--- config.mk ---
export PLATFORM = sky130hd
export DESIGN_NAME = led_event_pulser
export DESIGN_NICKNAME = d
export VERILOG_FILES = /design/src/rtl/led_pkg.sv /design/src/rtl/led_tick_gen.sv /design/src/rtl/led_event_pulser.sv
export SDC_FILE = /design/constraint.sdc
export NUM_CORES = 1
export LEC_CHECK = 0
export BUFFER_PORTS_ARGS = -buffer_cell sky130_fd_sc_hd__buf_4
export CORE_ASPECT_RATIO = 0.5
export CORE_MARGIN = 2
export CORE_UTILIZATION = 64
export CTS_CLUSTER_SIZE = 14
export DETAILED_ROUTE_END_ITERATION = 10
export GPL_TIMING_DRIVEN = 0
export HOLD_SLACK_MARGIN = 0.06
export PLACE_DENSITY = 0.83
export SYNTH_ARGS = -nofsm -noshare
export SYNTH_HDL_FRONTEND = slang
export SYNTH_SLANG_ARGS = --single-unit
--- constraint.sdc ---
create_clock -name clk -period 7.9 [get_ports clk]
set_clock_uncertainty 0.1 [all_clocks]
set_input_delay 0.395 -clock clk [delete_from_list [all_inputs] [get_ports clk]]
set_output_delay 0.395 -clock clk [all_outputs]
set_load 0.01 [all_outputs]
--- src/rtl/led_pkg.sv ---
// Shared definitions for the LED event pulser family: FSM encoding and
// the helper that maps a logical "LED active" level onto the pin polarity.
package led_pkg;

    typedef enum logic [1:0] {
        IDLE = 2'd0,
        ON   = 2'd1,
        OFF  = 2'd2
    } led_state_t;

    // Pin level for a logical LED state; active_low flips the sense.
    function automatic logic led_level(input logic active, input bit active_low);
        return active ^ active_low;
    endfunction

endpackage

--- src/rtl/led_tick_gen.sv ---
// Free-running prescaler: asserts tick for one cycle every TICK_DIV clocks.
// Never restarted by the consumer, so the first tick after any event is early.
module led_tick_gen #(
    parameter int TICK_DIV = 60000
) (
    input  logic clk,
    input  logic rst,
    output logic tick
);

    localparam int CW = (TICK_DIV > 1) ? $clog2(TICK_DIV) : 1;
    localparam logic [CW-1:0] LAST = CW'(TICK_DIV - 1);

    logic [CW-1:0] cnt_q;

    assign tick = (cnt_q == LAST);

    always_ff @(posedge clk) begin
        if (rst) begin
            cnt_q <= '0;
        end else if (tick) begin
            cnt_q <= '0;
        end else begin
            cnt_q <= cnt_q + CW'(1);
        end
    end

endmodule

--- src/rtl/led_event_pulser.sv ---
// Turns single-cycle event strobes into evenly spaced, human-visible LED
// pulses: events queue in a saturating counter and replay as ON window + OFF gap.
module led_event_pulser
    import led_pkg::*;
#(
    parameter int TICK_DIV   = 60000,
    parameter int ON_TICKS   = 20,
    parameter int OFF_TICKS  = 20,
    parameter int PEND_W     = 4,
    parameter int ACTIVE_LOW = 0
) (
    input  logic              clk,
    input  logic              rst,
    input  logic              event_in,
    input  logic              clear,
    output logic              led_out,
    output logic              busy,
    output logic [PEND_W-1:0] pending,
    output logic              overflow
);

    localparam int PH_MAX = (ON_TICKS > OFF_TICKS) ? ON_TICKS : OFF_TICKS;
    localparam int PH_W   = $clog2(PH_MAX + 1);

    localparam logic [PH_W-1:0]   PH_ON    = PH_W'(ON_TICKS);
    localparam logic [PH_W-1:0]   PH_OFF   = PH_W'(OFF_TICKS);
    localparam logic [PEND_W-1:0] PEND_MAX = '1;

    localparam logic LED_ON  = led_level(1'b1, ACTIVE_LOW != 0);
    localparam logic LED_OFF = led_level(1'b0, ACTIVE_LOW != 0);

    led_state_t        state_q, state_d;
    logic [PH_W-1:0]   phase_q, phase_d;
    logic [PEND_W-1:0] pend_d;
    logic              ovf_d;
    logic              led_d;
    logic              busy_d;
    logic              tick;
    logic              start;
    logic              take;
    logic              phase_last;

    led_tick_gen #(
        .TICK_DIV(TICK_DIV)
    ) u_tick (
        .clk (clk),
        .rst (rst),
        .tick(tick)
    );

    // An event seen this cycle counts toward "work available"; clear drops it.
    assign take       = !clear && ((pending != '0) || event_in);
    assign phase_last = tick && (phase_q == PH_W'(1));

    always_ff @(posedge clk) begin
        if (rst) begin
            state_q  <= IDLE;
            phase_q  <= '0;
            pending  <= '0;
            overflow <= 1'b0;
            led_out  <= LED_OFF;
            busy     <= 1'b0;
        end else begin
            state_q  <= state_d;
            phase_q  <= phase_d;
            pending  <= pend_d;
            overflow <= ovf_d;
            led_out  <= led_d;
            busy     <= busy_d;
        end
    end

    always_comb begin
        state_d = state_q;
        case (state_q)
            IDLE:    if (take)       state_d = ON;
            ON:      if (phase_last) state_d = OFF;
            OFF:     if (phase_last) state_d = take ? ON : IDLE;
            default:                 state_d = IDLE;
        endcase
    end

    always_comb begin
        start   = 1'b0;
        phase_d = phase_q;
        case (state_q)
            IDLE: begin
                if (take) begin
                    start   = 1'b1;
                    phase_d = PH_ON;
                end
            end
            ON: begin
                if (tick) phase_d = phase_last ? PH_OFF : (phase_q - PH_W'(1));
            end
            OFF: begin
                if (phase_last) begin
                    if (take) begin
                        start   = 1'b1;
                        phase_d = PH_ON;
                    end else begin
                        phase_d = '0;
                    end
                end else if (tick) begin
                    phase_d = phase_q - PH_W'(1);
                end
            end
            default: phase_d = '0;
        endcase

        // An event and a start in the same cycle cancel out.
        pend_d = pending;
        ovf_d  = overflow;
        if (clear) begin
            pend_d = '0;
            ovf_d  = 1'b0;
        end else if (event_in && !start) begin
            if (pending == PEND_MAX) ovf_d  = 1'b1;
            else                     pend_d = pending + PEND_W'(1);
        end else if (!event_in && start) begin
            pend_d = pending - PEND_W'(1);
        end

        led_d  = (state_d == ON) ? LED_ON : LED_OFF;
        busy_d = (state_d != IDLE) || (pend_d != '0);
    end

endmodule

==> impl_results.md <==
* Status: finished, final reports clean
* Share of cells above drive strength 1 at 11.4%
* Most used DFF post-synth: dfxtp_1
* Synth area leaders: dfxtp_1 35%, nor2_1 6.3%, xor2_1 5.6%
* WL final at 3560 microns
* Final setup vio count at 0
* Gr usage total at 24.9%
* Mapped Cells at 211
* Total grt overflow at 0
* Fmax at 365 MHz
* Hold_buf cts at 0
* Synth Cell Area at 1730 sq um
* Largest net degree at the start of global routing at 11
* Worst-margin pin slew at 0.831 ns
* Crit path cell chain: ha_1 > or4b_1 > buf_2 > or4_4 > o21a_4 > mux2i_1 > o311ai_0 > o211ai_1
* Post-synthesis sequential area ratio at 34.8%
* CP Capture Type: register
* Area delta synth->final at 12.1%
* Clock slew seen by the registers of the worst setup and hold paths at 0.06 ns
* Fin. Hold Viols at 0
* Via count at 1548
* Fin Hold WS at 0.333 ns
* # clock sinks at 30
* CTS Buf Count at 5
* Leak at 0.000743 uW
* Main combinational cell family by area after synthesis: simple AND/OR/NAND/NOR gates
* Minimum clock period at 2.74 ns
* Period utilisation layout at 34.7%
* Global-route wire length before repair at 5800 microns
* Synth top area share at 34.8%
* Simple-Gate Fraction of Synth Area at 30.6%
* Antenna diodes at 0
* Routability Congestion at 0.848
* Arrival time at the worst endpoint at 2.79 ns
* Most common cell in the synthesized netlist: dfxtp_1
* CP Max Fanout at 9
* Post-Synth XOR/XNOR Area at 7.60%
* Synth Area in Compound Gates at 16.6%
* Final core occ at 74.9%
* Post-Synth Adder-Cell Area at 4.34%
* Final Slew Violations at 0
* Setup Fix Bufs, Post-CTS at 0
* Drc violations at 0
* VDD IR max at 0.152 mV
* Gates resized, CTS repair at 0
* Async S/R FF share, synth at 0%
* Clock Tree Root: clkbuf_8
* Max capacitance violation total at 0
* Slowest stage cell, crit path: or4_4
* Clk Latency, worst-skew pair at 0.29 ns
* Depth of the CTS H-tree at 2
* CTS tree: yes
* Post-DP HPWL at 2500 microns
* Worst EP required at 7.95 ns
* Post-synth EDFFs at 0
* CTS Buffer Depth at 2
* Synth cell count leaders: 30 x dfxtp_1, 29 x nor2_1, 15 x nand2_1, 13 x a21oi_1, 11 x xor2_1
* Die Wd at 77.5 microns
* RSZ-0062 raised after global routing: false
* Initial Util at 66.8%
* Initial drt markers at 152
* Dpl cells at 257
* Die area at 3160 sq um
* Finished Layout Cells at 265
* Detail-routed net length per standard cell at 13.4 microns
* Worst setup path class: reg -> reg
* Initial antenna violation count at 0
* Setup Total Neg Slack at 0 ns
* # rows at 13
* Final nets at 237
* Core Area at 2590 sq um
* Cell variety after synth at 46
* Syn Area/Cell at 8.19 sq um
* YS warnings at 0
* Vias/cell at 5.84
* ANT nets after route at 0
* Startpoint types: register
* Vias in the first global route at 1305
* Multiplexer share of the synthesized area at 1.74%
* Die Y at 40.7 microns
* Slowest Stage Delay on Critical Path at 0.44 ns
* P per Cell Area at 176 nW/um^2
* I/O pin total at 11
* HP Class: in -> reg
* Pre-Repair DR Iteration Count at 4
* Max_slew headroom at 44.5%
* Synthesized Nets at 221
* Seq cells post-synth at 30
* Area leader, netlist: dfxtp_1
* Buffers on Ports at 9
==> cell families after synthesis <==
| group | count (synthesis) |
|---|---|
| AND/OR/NAND/NOR | 95 |
| AO/OA/AOI/OAI | 43 |
| flip-flops | 30 |
| buffers and inverters | 19 |
| XOR/XNOR | 15 |
| adder cells (fa/ha/maj) | 6 |
| multiplexers | 3 |
==> critical path: cells and delay by family, from the launching register on <==
kind,cells,cell delay [ns]
flip-flops,1,0.39
AO/OA/AOI/OAI,3,0.74
buffers and inverters,1,0.19
AND/OR/NAND/NOR,2,0.86
adder cells (fa/ha/maj),1,0.18
multiplexers,1,0.15
==> per-stage QoR <==
step	power [uW]	instance area [sq um]	setup WS, ns
2_1_floorplan	201	1730	5.41
3_3_place_gp	212	1840	5.20
3_5_place_dp	214	1840	5.17
4_1_cts	343	1940	5.14
5_1_grt	357	1940	4.98
6_report	341	1940	5.16
==> flip-flops by register name, summed over array words and instances (netlist names) <==
register and count:
u_tick.cnt_q 16, led_out 1, busy 1, phase_q 5
overflow 1, pending 4, state_q 2
==> cells in the final DEF (no fill, tap or decap), types with 8 or more instances in the layout <==
cell / netlist / final
a21oi_1: 13 / 13
buf_4: 0 / 9
dfxtp_1: 30 / 30
inv_1: 9 / 9
nand2_1: 15 / 15
nand3_1: 8 / 8
nor2_1: 29 / 29
xor2_1: 11 / 11
==> layer usage <==
metal	routed length [microns]	vias up	share of wire, %	GRT usage, %
met4	51	0	1.4	9.38
li1	-	797	-	-
met1	1740	713	49	28.3
met3	162	5	4.6	9.25
met2	1600	33	45	45.7
met5	0	-	0	0
==> final timing paths <==
check	from	endpoint	slack (ns)	depth (start not counted)
hold / removal	rst	phase_q[2]	0.33	3
hold reg to reg	u_tick.cnt_q[0]	u_tick.cnt_q[0]	0.37	1
setup / recovery	phase_q[0]	busy	5.16	8
setup reg to reg	phase_q[0]	busy	5.16	8
==> power by group <==
part           internal [uW]  switching [uW]  total [uW]
sequential               157            5.14         162
clock                   69.9            59.6         129
combinational           21.8            27.5        49.2
total                    249            92.2         341
==> cell type report <==
| cell class | count | area, sq um |
|---|---|---|
| Clock inverter | 2 | 12.5 |
| Inverter | 9 | 33.8 |
| Buffer | 10 | 42.5 |
| Sequential cell | 30 | 601 |
| Multi-Input combinational cell | 162 | 1050 |
| Timing Repair Buffer | 9 | 67.6 |
| Fill cell | 197 | 649 |
| Clock buffer | 6 | 82.6 |
| Tap cell | 37 | 46.3 |
Note: power is estimated with default switching activity, not from simulation.
